## src/rtl/bsort_pkg.sv

```systemverilog
// Shared types and constants for the bubble-sort controller slice.
//   state_t  : controller FSM states
//   BSORT_N  : default number of sort entries
//   BSORT_IDX_W : index width derived from BSORT_N
package bsort_pkg;

    localparam int unsigned BSORT_N     = 4;
    localparam int unsigned BSORT_IDX_W = $clog2(BSORT_N);

    typedef enum logic [3:0] {
        CLEAR,
        LOAD,
        LOADED,
        LD_A,
        LD_B,
        CMP,
        SWAP_I,
        SWAP_J,
        DONE
    } state_t;

endpackage : bsort_pkg

```

## src/rtl/bubble_sort_ctrl_if.sv

```systemverilog
// Control bus between the bubble-sort controller and its datapath.
//   write/start : user strobes (into controller)
//   a_gt_b      : comparator flag from datapath
//   reg_en .. done : controller outputs driving the datapath
// Modport master = controller side, slave = datapath/user side.
interface bubble_sort_ctrl_if
    import bsort_pkg::*;
#(
    parameter int unsigned N     = BSORT_N,
    parameter int unsigned IDX_W = $clog2(N)
) ();

    logic             write;
    logic             start;
    logic             a_gt_b;
    logic [N-1:0]     reg_en;
    logic             a_en;
    logic             b_en;
    logic             c_sel;
    logic [IDX_W-1:0] idx_i;
    logic [IDX_W-1:0] idx_j;
    logic             ab_sel;
    logic             reg_init;
    logic             init;
    logic             busy;
    logic             done;

    modport master (
        input  write, start, a_gt_b,
        output reg_en, a_en, b_en, c_sel, idx_i, idx_j,
               ab_sel, reg_init, init, busy, done
    );

    modport slave (
        output write, start, a_gt_b,
        input  reg_en, a_en, b_en, c_sel, idx_i, idx_j,
               ab_sel, reg_init, init, busy, done
    );

endinterface : bubble_sort_ctrl_if

```

## src/rtl/bsort_idx_counter.sv

```systemverilog
// Compare-index, pass and swap-flag bookkeeping for the bubble sort.
//   clk, rst_n       : clock, synchronous active-low reset
//   clear_i          : restart at i=0, pass=0, swapped=0
//   step_i           : advance to next compare (wraps into next pass at end of pass)
//   set_swap_i       : record that the current pass swapped
//   idx_o            : current compare index i
//   last_in_pass_o   : i is the last compare of the current pass
//   sort_finished_o  : ending the current pass ends the sort
module bsort_idx_counter
    import bsort_pkg::*;
#(
    parameter int unsigned N     = BSORT_N,
    parameter int unsigned IDX_W = $clog2(N)
) (
    input  logic             clk,
    input  logic             rst_n,
    input  logic             clear_i,
    input  logic             step_i,
    input  logic             set_swap_i,
    output logic [IDX_W-1:0] idx_o,
    output logic             last_in_pass_o,
    output logic             sort_finished_o
);

    logic [IDX_W-1:0] i_q, i_d;
    logic [IDX_W-1:0] pass_q, pass_d;
    logic             swapped_q, swapped_d;

    // pass never exceeds N-2, so the subtraction cannot underflow
    assign last_in_pass_o  = (i_q == (IDX_W'(N - 2) - pass_q));
    // Qualified by last_in_pass_o in the controller
    assign sort_finished_o = !swapped_q || (pass_q == IDX_W'(N - 2));
    assign idx_o           = i_q;

    // Next-state for i / pass / swapped
    always_comb begin
        i_d       = i_q;
        pass_d    = pass_q;
        swapped_d = swapped_q;
        if (clear_i) begin
            i_d       = '0;
            pass_d    = '0;
            swapped_d = 1'b0;
        end else begin
            if (set_swap_i) begin
                swapped_d = 1'b1;
            end
            if (step_i) begin
                if (last_in_pass_o) begin
                    pass_d    = pass_q + IDX_W'(1);
                    i_d       = '0;
                    swapped_d = 1'b0;
                end else begin
                    i_d = i_q + IDX_W'(1);
                end
            end
        end
    end

    always_ff @(posedge clk) begin
        if (!rst_n) begin
            i_q       <= '0;
            pass_q    <= '0;
            swapped_q <= 1'b0;
        end else begin
            i_q       <= i_d;
            pass_q    <= pass_d;
            swapped_q <= swapped_d;
        end
    end

endmodule : bsort_idx_counter

```

## src/rtl/bubble_sort_ctrl.sv

```systemverilog
// Control FSM for the N-entry bubble-sort datapath: clear, user load,
// compare and swap, ascending with early exit on a swap-free pass.
//   clk, rst_n : clock, synchronous active-low reset
//   bus        : bubble_sort_ctrl_if.master (strobes/flag in, datapath controls out)
// Datapath controls are decoded from the state register; in LOAD/LOADED the
// register enable follows the write strobe in the same cycle so writedata is
// captured on that edge.
module bubble_sort_ctrl
    import bsort_pkg::*;
#(
    parameter int unsigned N     = BSORT_N,
    parameter int unsigned IDX_W = $clog2(N)
) (
    input  logic                 clk,
    input  logic                 rst_n,
    bubble_sort_ctrl_if.master   bus
);

    state_t           state_q, state_d;
    logic [IDX_W-1:0] wr_ptr_q, wr_ptr_d;

    logic             cnt_clear, cnt_step, cnt_set_swap;
    logic [IDX_W-1:0] idx;
    logic             last_in_pass, sort_finished;

    logic [N-1:0]     reg_en;
    logic             a_en, b_en, c_sel, ab_sel, reg_init, init, busy, done;

    bsort_idx_counter #(
        .N     (N),
        .IDX_W (IDX_W)
    ) u_idx (
        .clk             (clk),
        .rst_n           (rst_n),
        .clear_i         (cnt_clear),
        .step_i          (cnt_step),
        .set_swap_i      (cnt_set_swap),
        .idx_o           (idx),
        .last_in_pass_o  (last_in_pass),
        .sort_finished_o (sort_finished)
    );

    // Next-state and output decode
    always_comb begin
        state_d      = state_q;
        wr_ptr_d     = wr_ptr_q;
        cnt_clear    = 1'b0;
        cnt_step     = 1'b0;
        cnt_set_swap = 1'b0;
        reg_en       = '0;
        a_en         = 1'b0;
        b_en         = 1'b0;
        c_sel        = 1'b0;
        ab_sel       = 1'b0;
        reg_init     = 1'b0;
        init         = 1'b0;
        busy         = 1'b0;
        done         = 1'b0;

        unique case (state_q)
            CLEAR: begin
                reg_en   = '1;
                reg_init = 1'b1;
                init     = 1'b1;
                wr_ptr_d = '0;
                state_d  = LOAD;
            end
            LOAD: begin
                if (bus.write) begin
                    reg_en   = N'(1) << wr_ptr_q;
                    reg_init = 1'b1;
                    wr_ptr_d = wr_ptr_q + IDX_W'(1);
                    if (wr_ptr_q == IDX_W'(N - 1)) begin
                        state_d = LOADED;
                    end
                end
            end
            LOADED: begin
                // start has priority; a lone write restarts the load at slot 0
                if (bus.start) begin
                    cnt_clear = 1'b1;
                    state_d   = LD_A;
                end else if (bus.write) begin
                    reg_en   = N'(1);
                    reg_init = 1'b1;
                    wr_ptr_d = IDX_W'(1);
                    state_d  = LOAD;
                end
            end
            LD_A: begin
                busy    = 1'b1;
                a_en    = 1'b1;
                state_d = LD_B;
            end
            LD_B: begin
                busy    = 1'b1;
                c_sel   = 1'b1;
                b_en    = 1'b1;
                state_d = CMP;
            end
            CMP: begin
                busy = 1'b1;
                if (bus.a_gt_b) begin
                    cnt_set_swap = 1'b1;
                    state_d      = SWAP_I;
                end else if (last_in_pass && sort_finished) begin
                    state_d = DONE;
                end else begin
                    cnt_step = 1'b1;
                    state_d  = LD_A;
                end
            end
            SWAP_I: begin
                busy    = 1'b1;
                ab_sel  = 1'b1;
                reg_en  = N'(1) << idx;
                state_d = SWAP_J;
            end
            SWAP_J: begin
                busy   = 1'b1;
                c_sel  = 1'b1;
                reg_en = N'(1) << (idx + IDX_W'(1));
                if (last_in_pass && sort_finished) begin
                    state_d = DONE;
                end else begin
                    cnt_step = 1'b1;
                    state_d  = LD_A;
                end
            end
            DONE: begin
                done     = 1'b1;
                wr_ptr_d = '0;
                state_d  = LOAD;
            end
            default: begin
                state_d = CLEAR;
            end
        endcase
    end

    always_ff @(posedge clk) begin
        if (!rst_n) begin
            state_q  <= CLEAR;
            wr_ptr_q <= '0;
        end else begin
            state_q  <= state_d;
            wr_ptr_q <= wr_ptr_d;
        end
    end

    assign bus.reg_en   = reg_en;
    assign bus.a_en     = a_en;
    assign bus.b_en     = b_en;
    assign bus.c_sel    = c_sel;
    assign bus.ab_sel   = ab_sel;
    assign bus.reg_init = reg_init;
    assign bus.init     = init;
    assign bus.busy     = busy;
    assign bus.done     = done;
    // Outside the sort the index mirrors the write pointer so mux readback stays defined
    assign bus.idx_i    = busy ? idx : wr_ptr_q;
    assign bus.idx_j    = busy ? (idx + IDX_W'(1)) : '0;

endmodule : bubble_sort_ctrl

```

## src/flat_wrapper.sv

```systemverilog
// flat-port wrapper written by rule: the top's interface ports become plain ports
module bubble_sort_ctrl_flat import bsort_pkg::*;
#(
    parameter int unsigned N     = BSORT_N,
    parameter int unsigned IDX_W = $clog2(N)
)
  (clk, rst_n, bus_write, bus_start, bus_a_gt_b, bus_reg_en, bus_a_en, bus_b_en, bus_c_sel, bus_idx_i, bus_idx_j, bus_ab_sel, bus_reg_init, bus_init, bus_busy, bus_done);
  bubble_sort_ctrl_if #(.N(N), .IDX_W(IDX_W)) bus_i ();
  input  logic clk;
  input  logic rst_n;
  input wire logic [$bits(bus_i.write)-1:0] bus_write;
  input wire logic [$bits(bus_i.start)-1:0] bus_start;
  input wire logic [$bits(bus_i.a_gt_b)-1:0] bus_a_gt_b;
  output wire logic [$bits(bus_i.reg_en)-1:0] bus_reg_en;
  output wire logic [$bits(bus_i.a_en)-1:0] bus_a_en;
  output wire logic [$bits(bus_i.b_en)-1:0] bus_b_en;
  output wire logic [$bits(bus_i.c_sel)-1:0] bus_c_sel;
  output wire logic [$bits(bus_i.idx_i)-1:0] bus_idx_i;
  output wire logic [$bits(bus_i.idx_j)-1:0] bus_idx_j;
  output wire logic [$bits(bus_i.ab_sel)-1:0] bus_ab_sel;
  output wire logic [$bits(bus_i.reg_init)-1:0] bus_reg_init;
  output wire logic [$bits(bus_i.init)-1:0] bus_init;
  output wire logic [$bits(bus_i.busy)-1:0] bus_busy;
  output wire logic [$bits(bus_i.done)-1:0] bus_done;
  assign bus_i.write = bus_write;
  assign bus_i.start = bus_start;
  assign bus_i.a_gt_b = bus_a_gt_b;
  assign bus_reg_en = bus_i.reg_en;
  assign bus_a_en = bus_i.a_en;
  assign bus_b_en = bus_i.b_en;
  assign bus_c_sel = bus_i.c_sel;
  assign bus_idx_i = bus_i.idx_i;
  assign bus_idx_j = bus_i.idx_j;
  assign bus_ab_sel = bus_i.ab_sel;
  assign bus_reg_init = bus_i.reg_init;
  assign bus_init = bus_i.init;
  assign bus_busy = bus_i.busy;
  assign bus_done = bus_i.done;
  bubble_sort_ctrl #(.N(N), .IDX_W(IDX_W)) u_core (.clk(clk), .rst_n(rst_n), .bus(bus_i));
endmodule
```

## config.mk

```make
export PLATFORM = sky130hd
export DESIGN_NAME = bubble_sort_ctrl_flat
export DESIGN_NICKNAME = d
export VERILOG_FILES = /design/src/rtl/bsort_pkg.sv /design/src/rtl/bubble_sort_ctrl_if.sv /design/src/rtl/bsort_idx_counter.sv /design/src/rtl/bubble_sort_ctrl.sv /design/src/flat_wrapper.sv
export SDC_FILE = /design/constraint.sdc
export NUM_CORES = 1
export LEC_CHECK = 0
export CELL_PAD_IN_SITES_DETAIL_PLACEMENT = 0
export CELL_PAD_IN_SITES_GLOBAL_PLACEMENT = 1
export CORE_UTILIZATION = 37
export CTS_BUF_LIST = sky130_fd_sc_hd__clkbuf_8
export DETAILED_ROUTE_END_ITERATION = 8
export HOLD_SLACK_MARGIN = 0.03
export PLACE_DENSITY = 0.81
export SYNTH_ARGS = -nofsm -noshare
export SYNTH_HDL_FRONTEND = slang
export SYNTH_SLANG_ARGS = --single-unit
```

## constraint.sdc

```tcl
create_clock -name clk -period 2.2 [get_ports clk]
set_input_delay 0.22 -clock clk [delete_from_list [all_inputs] [get_ports clk]]
set_output_delay 0.22 -clock clk [all_outputs]
set_load 0.05 [all_outputs]
```

# After elaboration in Yosys (flattened, before gate mapping)
# Cells that the tools add are included.
[totals]
elab_cells = 79
register_bits = 11
[op_classes]
muxes = 38
shift = 3
addsub = 4
bitwise = 1
eq_ne = 16
reduce_logical = 12
[ops]
columns = ["cell", "count"]
rows = [
  ["2-to-1 mux 4 bit", 8],
  ["one-hot mux 4 bit (8 select lines)", 1],
  ["one-hot mux 4 bit (5 select lines)", 1],
  ["2-to-1 mux 1 bit", 19],
  ["== test 4 x 3 -> 1 bit, second input constant", 4],
  ["2-to-1 mux 2 bit", 6],
  ["<< shifter 1 x 2 -> 4 bit, first input constant", 3],
  ["== test 4 x 2 -> 1 bit, second input constant", 2],
  ["adder 2 x 1 -> 2 bit, second input constant", 3],
  ["!= test 2 bit, second input constant", 3],
  ["one-hot mux 2 bit (3 select lines)", 1],
  ["OR reduction 2 bit", 3],
  ["OR reduction 5 bit", 1],
  ["== test 2 bit, second input constant", 2],
  ["== test 4 x 1 -> 1 bit, second input constant", 1],
  ["== test 4 bit, second input constant", 1],
  ["logical NOT 4 bit", 1],
  ["AND reduction 4 bit", 1],
  ["!= test 3 bit, second input constant", 1],
  ["one-hot mux 1 bit (3 select lines)", 1],
  ["AND reduction 3 bit", 1],
  ["nonzero test 3 bit", 1],
  ["== test 2 bit", 1],
  ["!= test 2 x 1 -> 1 bit, second input constant", 1],
  ["other kinds (7)", 7],
]

# Depth between registers and ports, before layout
# Gate-level depths: netlist (run 1).
[logic_depth]
ltp_word = 7
mapped_depth = 6
mapped_depth_nobuf = 6

# Modules after synthesis
# A second synthesis (run 1) with hierarchy kept.
[hier_totals]
cells_unflattened = 131
area_unflattened_um2 = 983.4
[by_module_without_submodules]
columns = ["mod", "seq_area_each_um2", "n_inst", "cells_each", "area_each_um2"]
rows = [
  ["bubble_sort_ctrl", 120.1, 1, 101, 720.7],
  ["bsort_idx_counter", 100.1, 1, 30, 262.8],
]

# Worst setup path before layout (run 1)
# No wires, ideal clock.
[synth_path]
path_kind = "flip-flop to output port"
from = "register u_core.state_q[0]"
to = "output port bus_reg_en[1]"
required_time_ns = 1.980
path_stages_with_launch = 5
path_slack_ns = -0.903
t_arrival_ns = 2.883
path_cell_list = "dfxtp_1 buf_6 clkbuf_1 nor4_1 a221o_1"
[synth_between]
elab_chain_cells = 2
[synth_lines]
columns = ["item", "line", "source"]
rows = [
  ["from (decl)", "bubble_sort_ctrl.sv:19", "state_t state_q, state_d;"],
  ["from (signal assigned)", "bubble_sort_ctrl.sv:146", "state_q <= state_d;"],
  ["== test 4 x 3 -> 1 bit, or another cell as far along", "bubble_sort_ctrl.sv:60", "unique case (state_q)"],
  ["one-hot mux 4 bit (5 select lines) *", "bubble_sort_ctrl.sv:60", ""],
  ["to (decl)", "flat_wrapper.sv:14", "output wire logic [$bits(bus_i.reg_en)-1:0] bus_reg_en;"],
]
# Every way passes the cells marked *; elsewhere a longest branch is shown, timed or not.

# Final worst setup path (run 1)
[layout_path]
from = "register u_core.state_q[3]"
to = "output port bus_reg_en[2]"
# Same word-level chain as after synthesis.

==> impl_metrics.yaml, run 1 <==
hold_path:
  whs_path_depth: 2
  hold_class: "register to register"
  min_from: "u_core.u_idx.pass_q[1]$_SDFFE_PP0P_"
  worst_hold_path.endpoint: "u_core.u_idx.pass_q[1]$_SDFFE_PP0P_"
pwr:
  peakVddDrop_mv: 1.18
  power.density_nw_per_um2: 1290
  p_total_w: 0.00167
  power_leakage_nw: 0.556
yosys:
  syn_area_um2: 937
  yosysTopAreaCell: "dfxtp_1"
  synthCells: 123
  synth_seq_area_share: 0.235
  ys_top_cells_by_area: "dfxtp_1 23%, ha_1 6.7%, a21oi_1 4.3%"
  synth.avg_cell_area_um2: 7.62
  syn_nets: 133
  ys_ff_latch: 11
  yosys_warnings: 0
  synth_top_area_frac: 0.235
  ys_types: 41
setup_path:
  critPathMaxFanout: 6
  r2r.worst_path.cells: 6
  crit_start: "u_core.state_q[3]$_SDFFE_PN0P_"
  cp.required_ps: 1980
  cp-start-kind: "register"
  criticalPathCategory: "register to output port"
  regToRegSetupSlack_ps: 250
  cp.arrival_ps: 1850
  reg2reg_to: "u_core.u_idx.pass_q[1]$_SDFFE_PP0P_"
  end_kind: "output port"
  r2r-start: "u_core.u_idx.pass_q[0]$_SDFFE_PP0P_"
sta:
  hold_viol: 0
  period_share: 0.941
  worst_pin_slew_ps: 430
  final-setup-viol-count: 0
  finalMaxSlewViolations: 0
  rsz0062_at_grt: "false"
  setup_ws_ps: 130
  finClkSkew_ps: 9.17
  relSlewSlack: 0.710
  fmax_ghz: 0.483
  post-route-min-period_ps: 2070
detailed_routing:
  drt_first_pass_iters: 4
  ant_nets: 0
  detailroute.via_count: 976
  viasPerCell: 5.51
  drt_wl_total_um: 2470
  wl_per_cell_um: 14.0
  drc: 0
  drtIter0Drc: 32
placement:
  place_ws_ps: 284
  port-buffer-count: 20
  routabilityCongestion: 0.828
  dp.final_hpwl_um: 1870
cts:
  insertion_delay_ps: 250
  cts_buffer_depth: 2
  postCtsSetupBuffers: 0
  htree_levels: 1
  clk_pin_slew_ps: 60
  cts-buffers-inserted: 3
  clock-sinks: 11
  ctsRootBufferMaster: "clkbuf_8"
  cts_tree: "done"
cells_and_area:
  final_common_cell: "buf_4"
  final_cell_mix: "18 x buf_4, 10 x inv_1, 10 x nor2_1, 10 x nand2_1, 10 x dfxtp_1"
  drive_gt1_frac: 0.255
  postLayoutCoreUtil: 0.565
  final_nets: 160
  antennaDiodeCount: 0
  num-fill-cells: 227
  area_growth_pct: 38.5
floorplanning:
  initial_utilization: 0.408
  die_h_um: 52.3
  ios: 21
  die_w_um: 52.3
  coreArea_um2: 2300
  dieArea_um2: 2740
  row_count: 17
global_route:
  grt_pass1_wl_um: 4230
  antenna_found_initial: 0
  grt_pass1_vias: 881
  grt_max_degree: 16
  grt_use_met1: 0.284
  grt_usage: 0.216
  use_met2: 0.329
  globalRoute.totalOverflow: 0
  grt.busiest_layer: "met2"
  met3_usage: 0.0377
run:
  drv_cap: 0
outcome:
  status: "completed"
[cell families after synthesis]
| group | count (synthesis) | synth area share |
|---|---|---|
| xor gates and xnor gates | 3 | 0.0280 |
| DFF | 11 | 0.235 |
| buffers and inverters | 15 | 0.0708 |
| adders and majority gates | 5 | 0.0668 |
| and+or+nand+nor | 56 | 0.336 |
| AOI/OAI and AO/OA | 28 | 0.206 |
| muxes | 5 | 0.0574 |
[state kept, by name (all words and copies together), names as in the netlist]
| name | count |
|---|---|
| u_core.u_idx.pass_q | 2 |
| u_core.u_idx.swapped_q | 1 |
| u_core.u_idx.idx_o | 2 |
| u_core.wr_ptr_q | 2 |
| u_core.state_q | 4 |
[per-stage QoR]
stage                     area (µm²)  TNS (ps)  hold slack [ps]  instances
after CTS                       1300         0              496        177
after detailed placement        1250         0              483        173
after global routing            1300         0              529        177
after global placement          1250         0              470        173
final                           1300         0              494        177
after floorplan                  953      -642              351        123
[power breakdown]
part           internal, W  switching [W]  leakage [nW]
sequential        0.000225      0.0000612        0.0893
combinational     0.000511       0.000664         0.439
clock             0.000123      0.0000884        0.0269
[layer usage]
layer,vias to the layer above,share of wire
met5,-,0
met4,0,0.021
met3,4,0.057
met2,35,0.44
met1,442,0.48
li1,495,-
[final cells by class]
cell class	instances	area, µm²	share of cell area
clock inverters	1	3.75	0.00289
multi-input cells	97	667	0.514
well taps	28	35.0	0.0270
clock buffers	3	41.3	0.0318
inverters	9	33.8	0.0260
repair buffers	28	295	0.228
flip-flops and latches	11	221	0.171
[synth_stat cells]
master    instances
buf_2             2
o21ai_4           1
o21a_1            1
dfxtp_1          11
nand3_1           4
a221o_1           2
a21boi_0          1
nor2_1           10
o22ai_1           1
nand2b_1          3
and3b_1           2
nor3_1            5
xnor2_1           1
buf_6             1
nor2b_1           4
or4b_4            1
and2_1            2
o21ai_0           7
and4_1            1
and3_1            2
nand3b_1          1
a211oi_1          2
o31ai_1           2
nor4b_1           1
ha_1              5
nand2_1          10
nor3b_1           1
a32o_1            1
or3_1             2
or4_1             2
nor3_2            1
nor4_1            3
o211a_1           1
or2_2             1
a21oi_1           8
xor2_1            2
mux2i_1           2
inv_1             9
mux2_2            3
o311a_1           1
clkbuf_1          3
[worst max-delay path: stages, from the launching register on]
cell	delay, ps
dfxtp_1	320
buf_4	160
nor4b_1	440
and2_1	290
nand2_1	80
o21ai_1	140
buf_12	170
[worst max path at each step]
stage                                                to  slack, ps  cells past startpoint
floorplan                                 bus_reg_en[1]       -230                      4
global placement                           bus_reg_init        310                      6
detailed placement  u_core.u_idx.pass_q[1]$_SDFFE_PP0P_        280                      6
CTS                                       bus_reg_en[2]          1                      5
global route                              bus_reg_en[2]         60                      5
finish                                    bus_reg_en[2]        130                      6
[timing repair]
| action | CTS | global route |
|---|---|---|
| resized for setup | 0 | 1 |
| hold buffers | 0 | 0 |
| endpoints found under the setup margin | 0 | 4 |
(Power assumes the default switching activity.)
==> run 2, diff against run 1 <==
--- a/config.mk
+++ b/config.mk
@@ -5,6 +5,7 @@
 export SDC_FILE = /design/constraint.sdc
 export NUM_CORES = 1
 export LEC_CHECK = 0
+export CAP_MARGIN = 20
 export CELL_PAD_IN_SITES_DETAIL_PLACEMENT = 0
 export CELL_PAD_IN_SITES_GLOBAL_PLACEMENT = 1
 export CORE_UTILIZATION = 37
==> results of run 2 <==
Final layout, timing and power as in run 1 (identical DEF).
